## src/rtl/serial_adder.sv

```systemverilog
// serial_adder
// Bit-serial adder/subtractor built around one full-adder cell. Operands are
// captured on a start strobe and consumed LSB-first, one bit per clock. When
// the last bit is processed the result, carry-out and signed overflow are
// registered and a one-cycle done pulse is raised. The registered results
// hold until the next operation completes or until reset.
//
// Parameters:
//   WIDTH  operand/result width in bits (2..32)
//
// Ports:
//   clk    system clock, rising edge
//   rst    synchronous active-high reset
//   start  request, only sampled while idle
//   sub    0 = a + b + cin, 1 = a - b (sampled with start)
//   a, b   operands (sampled with start)
//   cin    carry-in for add mode, ignored when subtracting
//   busy   high from acceptance through the done cycle
//   done   one-cycle pulse marking a fresh result
//   sum    registered result (modulo 2^WIDTH)
//   cout   carry-out; in subtract mode 1 means no borrow
//   ovf    signed two's-complement overflow
module serial_adder #(
  parameter int WIDTH = 8
) (
  input  logic             clk,
  input  logic             rst,
  input  logic             start,
  input  logic             sub,
  input  logic [WIDTH-1:0] a,
  input  logic [WIDTH-1:0] b,
  input  logic             cin,
  output logic             busy,
  output logic             done,
  output logic [WIDTH-1:0] sum,
  output logic             cout,
  output logic             ovf
);

  localparam int CW = $clog2(WIDTH);

  typedef enum logic [1:0] {
    IDLE,
    RUN,
    DONE
  } state_t;

  state_t           state;
  logic [WIDTH-1:0] op_a;
  logic [WIDTH-1:0] op_b;
  logic [WIDTH-1:0] result;
  logic             carry;
  logic [CW-1:0]    count;

  logic             bit_sum;
  logic             bit_carry;
  logic [WIDTH-1:0] next_result;

  // The single full-adder cell working on the current LSBs, plus the result
  // register after this bit has been shifted in at the top.
  always_comb begin
    bit_sum     = op_a[0] ^ op_b[0] ^ carry;
    bit_carry   = (op_a[0] & op_b[0]) | (op_a[0] & carry) | (op_b[0] & carry);
    next_result = (result >> 1) | (WIDTH'(bit_sum) << (WIDTH - 1));
  end

  // Control FSM and datapath. Subtraction is done as a + ~b + 1, so the
  // inverted operand and a forced carry-in are set up at acceptance. On the
  // last bit, the carry entering that bit is the carry into the MSB, so
  // overflow is simply that carry XOR the final carry-out and is loaded
  // straight into the output register together with the result.
  always_ff @(posedge clk) begin
    if (rst) begin
      state  <= IDLE;
      op_a   <= '0;
      op_b   <= '0;
      result <= '0;
      carry  <= 1'b0;
      count  <= '0;
      busy   <= 1'b0;
      done   <= 1'b0;
      sum    <= '0;
      cout   <= 1'b0;
      ovf    <= 1'b0;
    end else begin
      case (state)
        IDLE: begin
          done <= 1'b0;
          if (start) begin
            op_a  <= a;
            op_b  <= sub ? ~b : b;
            carry <= sub | cin;
            count <= '0;
            busy  <= 1'b1;
            state <= RUN;
          end
        end
        RUN: begin
          op_a   <= op_a >> 1;
          op_b   <= op_b >> 1;
          carry  <= bit_carry;
          result <= next_result;
          count  <= count + CW'(1);
          if (count == CW'(WIDTH - 1)) begin
            sum   <= next_result;
            cout  <= bit_carry;
            ovf   <= carry ^ bit_carry;
            done  <= 1'b1;
            state <= DONE;
          end
        end
        DONE: begin
          done  <= 1'b0;
          busy  <= 1'b0;
          state <= IDLE;
        end
        default: begin
          done  <= 1'b0;
          busy  <= 1'b0;
          state <= IDLE;
        end
      endcase
    end
  end

endmodule
```

## config.mk

```make
export PLATFORM = sky130hd
export DESIGN_NAME = serial_adder
export DESIGN_NICKNAME = d
export VERILOG_FILES = /design/src/rtl/serial_adder.sv
export SDC_FILE = /design/constraint.sdc
export NUM_CORES = 1
export LEC_CHECK = 0
export CAP_MARGIN = 10
export CORE_ASPECT_RATIO = 0.5
export CORE_UTILIZATION = 34
export CTS_CLUSTER_DIAMETER = 30
export CTS_CLUSTER_SIZE = 40
export DETAILED_ROUTE_END_ITERATION = 8
export SETUP_SLACK_MARGIN = 0.2
export SYNTH_ARGS = -nofsm -noshare
export SYNTH_HDL_FRONTEND = slang
export SYNTH_SLANG_ARGS = --single-unit
export TNS_END_PERCENT = 1
```

## constraint.sdc

```tcl
create_clock -name clk -period 1.6 [get_ports clk]
set_input_delay 0.24 -clock clk [delete_from_list [all_inputs] [get_ports clk]]
set_output_delay 0.24 -clock clk [all_outputs]
set_load 0.05 [all_outputs]
```

==> qor.csv, run 1 <==
metric,value,unit
CTS tree,yes,
GP Congestion,0.6646,
H-tree depth,2,
Final Hold Fails,0,
worst min-delay path category,flip-flop to flip-flop,
largest net degree at the start of global routing,30,
worst skew pair latency,0.29,ns
crit path kind,flip-flop to flip-flop,
Mean Syn Cell Area,8.403,um2
Max Freq,761.5,MHz
"FF+latch count, synth",41,
cts hold-fix bufs,0,
first-pass GRT wire length,6430,um
clk buf depth,2,
Initial DRC Count,51,
GRT Resource Usage Total,0.1489,
RSZ-0062 raised after global routing,true,
num rows,18,
Clock transition at path regs,0.08,ns
Inserted Clock Buffers,5,
"Seq/Total Area, Yosys",0.4629,
Final Setup Violations,0,
Final min period,1.313,ns
die outline width,104.1,um
yosys warns,0,
starting density of the core,0.3562,
fillers,516,
R2R setup slack,0.29,ns
worst setup margin,0.2868,ns
DRC viols,0,
Finished Cell Area,2270,um2
die footprint,5525,um2
Max Fanout on Critical Path,12,
startpoint types,flip-flop,
Die Span Y,53.06,um
vias in the first global route,1433,
"Distinct cells, synth",30,
Crit. End Element,flip-flop,
Cells after Synth,211,
synthesized net count,235,
I/O pin count,33,
post-place instance area,2157,um2
hold_sp,sum[5]$_SDFFE_PP0P_,
Layout Cells excl Fill,317,
crit path from,state[0]$_SDFFE_PP0P_,
initial antenna violation count,0,
status,"finished, final reports clean",
DR vias/cell,4.845,
worst vdd ir,392.8,uV
Fin Hold WS,0.4562,ns
n_diodes,0,
routed vias,1536,
total leakage power,0.8627,nW
Port Buffers,32,
Critical Path AT,1.50,ns
power per cell area,935.6,nW/um2
pre-CTS setup slack,-0.1863,ns
Root Buffer,clkbuf_8,
synthesis-to-layout area growth,28.02,%
HPWL after DPL,2660,um
Slew @ Worst Pin,0.4701,ns
First-pass DRT Iterations,4,
CORE AREA,4977,um2
Final Max Slew Viols,0,
CTS sink cnt,41,
Placed Cells,308,
Synth Cell Area,1773,um2
critical path required time,1.78,ns
worst rel slew slack,0.6864,
Final ANT Viol Nets,0,
Setup Skew,0.007998,ns
# nets final,270,
wire per inst,11.85,um
layout cell share with drive strength beyond 1,0.1700,
aggregate routed wire length,3755,um
Max-cap violations,0,
GR Overflow Total,0,
Final period util,0.8208,
worst r2r src,state[0]$_SDFFE_PP0P_,
registers in the layout, summed over array words and instances (netlist names):
name    flops
count       3
state       2
op_b        8
busy        1
cout        1
carry       1
done        1
result      7
ovf         1
sum         8
op_a        8
worst max-delay path, cell delays in order, from the launching register on:
cell	delay (ns)
dfxtp_1	0.44
buf_4	0.24
nand2b_1	0.09
buf_4	0.17
o221a_2	0.27
path summary, 6_finish.rpt:
check,to,cells past startpoint
worst max-delay path,op_a[6]$_SDFFE_PP0P_,4
worst min-delay path,sum[5]$_SDFFE_PP0P_,2
worst max register to register,op_a[6]$_SDFFE_PP0P_,4
worst min register to register,sum[5]$_SDFFE_PP0P_,2
cells in the mapped netlist:
library cell   n  share of area
a21o_1         1         0.0042
buf_6          1         0.0064
fa_1           1          0.011
nand3_1       10          0.028
buf_2          6          0.017
buf_1          1         0.0021
o21a_1         1         0.0042
nor2b_1        2         0.0071
mux2i_1        1         0.0056
or3_1          1         0.0035
nand2b_1       2         0.0071
o21ai_0        1         0.0028
clkbuf_1       7          0.015
a22oi_1       10          0.042
nor2_1        20          0.042
ha_1           2          0.014
clkbuf_2       1         0.0028
nor3_1         3         0.0085
a21oi_1       33          0.093
buf_4          2         0.0085
xnor2_1        8          0.040
inv_1          9          0.019
nand3b_1       2         0.0085
o221a_2        7          0.044
xor2_1         1         0.0049
nand2_1       27          0.057
o21bai_1       1         0.0042
o22ai_1        8          0.028
a221oi_1       1         0.0049
dfxtp_1       41           0.46
through the flow:
step | utilization | total power, mW | TNS, ns
final | 0.4560 | 2.123 | 0
after global routing | 0.4560 | 2.231 | 0
after CTS | 0.4545 | 2.149 | 0
after detailed placement | 0.4334 | 1.415 | -1.541
after global placement | 0.4334 | 1.405 | -0.7363
after floorplan | - | 1.308 | 0
report_power, final:
| group | total [mW] | internal (mW) | switching [mW] |
|---|---|---|---|
| clock network | 0.730 | 0.390 | 0.340 |
| logic | 0.289 | 0.147 | 0.141 |
| registers | 1.11 | 1.07 | 0.0375 |
| total | 2.12 | 1.60 | 0.519 |
final cells by class:
class / count / area (um2) / area share
multi-input cells: 143 / 830.8 / 0.3660
well taps: 70 / 87.58 / 0.03859
inverters: 9 / 33.78 / 0.01488
flip-flops and latches: 41 / 820.8 / 0.3616
clock buffers: 7 / 96.34 / 0.04245
repair buffers: 46 / 395.4 / 0.1742
clock inverters: 1 / 5.005 / 0.002205
kinds of logic (layout without fill, tap and decap cells):
| group | after synthesis | count (layout) | synth area share |
|---|---|---|---|
| XOR/XNOR | 9 | 9 | 0.04446 |
| flip-flops | 41 | 41 | 0.4630 |
| AO/OA/AOI/OAI | 63 | 63 | 0.2287 |
| adder cells (fa/ha/maj) | 3 | 3 | 0.02540 |
| AND/OR/NAND/NOR | 67 | 67 | 0.1623 |
| multiplexers | 1 | 1 | 0.005646 |
| buffers and inverters | 27 | 63 | 0.07057 |
placed cells by master, fill, tap and decap left out, drive strengths merged:
cell / Yosys / layout
inv: 9 / 9
clkinv: 0 / 1
nand3: 10 / 10
nand2b: 2 / 2
or3: 1 / 1
nor2b: 2 / 2
ha: 2 / 2
nor3: 3 / 3
nand2: 27 / 27
o21a: 1 / 1
a21oi: 33 / 33
a22oi: 10 / 10
o221a: 7 / 7
xor2: 1 / 1
nand3b: 2 / 2
clkdlybuf4s50: 0 / 20
buf: 10 / 26
clkbuf: 8 / 7
dfxtp: 41 / 41
o22ai: 8 / 8
o21ai: 1 / 1
mux2i: 1 / 1
a21o: 1 / 1
xnor2: 8 / 8
o21bai: 1 / 1
a221oi: 1 / 1
nor2: 20 / 20
fa: 1 / 1
layer usage:
layer	routed length [um]	track usage	vias to the layer above
met5	0	0	-
met4	42	0.05714	0
met3	116	0.03695	5
met1	1855	0.1831	712
li1	-	-	797
met2	1741	0.2578	22
repair_timing:
action / 4_1_cts / 5_1_grt
endpoints found under the hold margin: 0 / 0
setup endpoints to repair: 8 / 10
gates resized for setup: 1 / 0
buffers inserted: 0 / 1
pin swaps: 0 / 0
Note: power is estimated with default switching activity, not from simulation.
==> inputs of run 2 (changes only) <==
==> constraint.sdc (replaced) <==
create_clock -name clk -period 1.3 [get_ports clk]
set_input_delay 0.195 -clock clk [delete_from_list [all_inputs] [get_ports clk]]
set_output_delay 0.195 -clock clk [all_outputs]
set_load 0.05 [all_outputs]
==> qor.csv, run 2 (synthesis gave the netlist of run 1 again) <==
metric,value,unit
most frequent cells in the layout,"dfxtp_1, a21oi_1, nand2_1",
GP Congestion,0.7018,
status,"finished, final reports clean",
NetSw,661.7,uW
pre-CTS setup slack,-0.4222,ns
I/O pin count,33,
Int Power,2.025,mW
DR vias/cell,4.898,
Setup Skew,0.007403,ns
first-pass GRT wire length,6658,um
total leakage power,0.9587,nW
worst setup margin,0.1008,ns
clk buf depth,2,
vias in the first global route,1456,
worst vdd ir,478.1,uV
power share of the combinational group,0.155,
die footprint,5525,um2
layout cell share with drive strength beyond 1,0.2480,
largest net degree at the start of global routing,24,
Finished Cell Area,2595,um2
Crit. End Element,flip-flop,
HPWL after DPL,2687,um
routed vias,1587,
worst r2r src,op_a[0]$_SDFFE_PP0P_,
GR Overflow Total,0,
Final ANT Viol Nets,0,
worst rel slew slack,0.7995,
crit path from,op_a[0]$_SDFFE_PP0P_,
worst min-delay path category,input port to flip-flop,
power per cell area,1035,nW/um2
Final period util,0.9225,
crit path max-delay cell type,fa_2,
initial antenna violation count,0,
Max Fanout on Critical Path,3,
num rows,18,
hold_sp,start,
First-pass DRT Iterations,5,
final setup TNS,0,ns
critical path required time,1.52,ns
H-tree depth,2,
Max Freq,833.9,MHz
CORE AREA,4977,um2
Final Max Slew Viols,0,
Critical Path AT,1.42,ns
Max-cap violations,0,
fillers,467,
n_diodes,0,
worst stage delay on the critical path,0.58,ns
Inserted Clock Buffers,5,
Root Buffer,clkbuf_8,
CTS sink cnt,41,
"leading cell type in the layout, fill and taps excluded",dfxtp_1,
Sw Ratio,0.2463,
worst skew pair latency,0.29,ns
CTS tree,yes,
Die Span Y,53.06,um
RSZ-0062 raised after global routing,true,
crit path kind,flip-flop to flip-flop,
Port Buffers,32,
starting density of the core,0.3562,
Clock transition at path regs,0.08,ns
Fin Hold WS,0.4042,ns
wire per inst,12.22,um
cts hold-fix bufs,0,
top flop regs,"op_a: 8 flops, op_b: 8 flops, sum: 8 flops",
die outline width,104.1,um
Final Hold Fails,0,
post-place instance area,2380,um2
sequential cell fraction of total power,0.507,
Initial DRC Count,51,
GRT Resource Usage Total,0.1540,
Final Setup Violations,0,
synthesis-to-layout area growth,46.37,%
critical path cell sequence,fa_2 > nand3_1 > a21oi_1,
Final min period,1.199,ns
area of the multi-input gates,888.4,um2
Placed Cells,312,
Clk pwr share,0.337,
startpoint types,flip-flop,
DRC viols,0,
Layout Cells excl Fill,324,
storage element area,830.8,um2
Slew @ Worst Pin,0.2999,ns
# nets final,277,
aggregate routed wire length,3959,um
-- run 2: changes by cell type in the layout (fill, tap and decap cells not counted), moves of 2 or more --
cell,previous run,this run
ha_4,0,2
buf_4,26,14
ha_1,2,0
a21oi_2,0,2
dfxtp_1,41,35
dfxtp_2,0,5
buf_12,0,13
buf_6,0,4
a21oi_1,33,31
-- run 2: critical path: cells and delay by family, from the launching register on --
kind	cells	cell delay, ns
fa+ha+maj	1	0.58
simple gates	1	0.09
compound gates	1	0.12
flops	1	0.35
-- run 2: worst paths after layout --
check	endpoint	slack, ns	cells after the start
worst min-delay path	op_b[7]$_SDFFE_PP0P_	0.40	4
worst max-delay path	sum[7]$_SDFFE_PP0P_	0.10	3
worst min register to register	result[1]$_SDFFE_PP0N_	0.47	2
worst max register to register	sum[7]$_SDFFE_PP0P_	0.10	3
-- run 2: repair_timing --
item | in CTS | in global routing
gates cloned | 1 | 1
endpoints found under the setup margin | 37 | 39
pin swaps | 1 | 4
buffers inserted | 0 | 2
resized for setup | 12 | 10
-- run 2: through the flow --
stage,power (mW),util
after global routing,2.818,0.5214
final,2.687,0.5214
after detailed placement,1.757,0.4781
after floorplan,1.618,-
after global placement,1.752,0.4781
after CTS,2.674,0.5055
-- run 2: per-layer routing --
metal | global-route usage | part of all wire | up-vias
met4 | 0.05238 | 0.012 | 0
met5 | 0 | 0 | -
met2 | 0.2544 | 0.45 | 31
met3 | 0.04557 | 0.041 | 5
met1 | 0.1950 | 0.49 | 738
li1 | - | - | 813
-- run 2: power by group through the flow --
stage | clock [mW] | combinational [mW] | sequential, mW
2_1_floorplan | 0 | 0.231 | 1.39
3_5_place_dp | 0 | 0.369 | 1.39
4_1_cts | 0.928 | 0.384 | 1.36
3_3_place_gp | 0 | 0.363 | 1.39
5_1_grt | 0.985 | 0.463 | 1.37
6_report | 0.906 | 0.417 | 1.36
-- run 2: final cells by class --
type,instances,share of cell area
Sequential cell,41,0.3202
Tap cell,70,0.03375
Multi-Input combinational cell,143,0.3423
Timing Repair Buffer,53,0.2517
Clock inverter,1,0.001929
Inverter,9,0.01302
Clock buffer,7,0.03713
==> inputs of run 3 (changes only) <==
--- a/config.mk
+++ b/config.mk
@@ -5,7 +5,7 @@
 export SDC_FILE = /design/constraint.sdc
 export NUM_CORES = 1
 export LEC_CHECK = 0
-export CAP_MARGIN = 10
+export CAP_MARGIN = 20
 export CORE_ASPECT_RATIO = 0.5
 export CORE_UTILIZATION = 34
 export CTS_CLUSTER_DIAMETER = 30
==> results of run 3 <==
Final layout, timing and power as in run 2 (identical DEF).
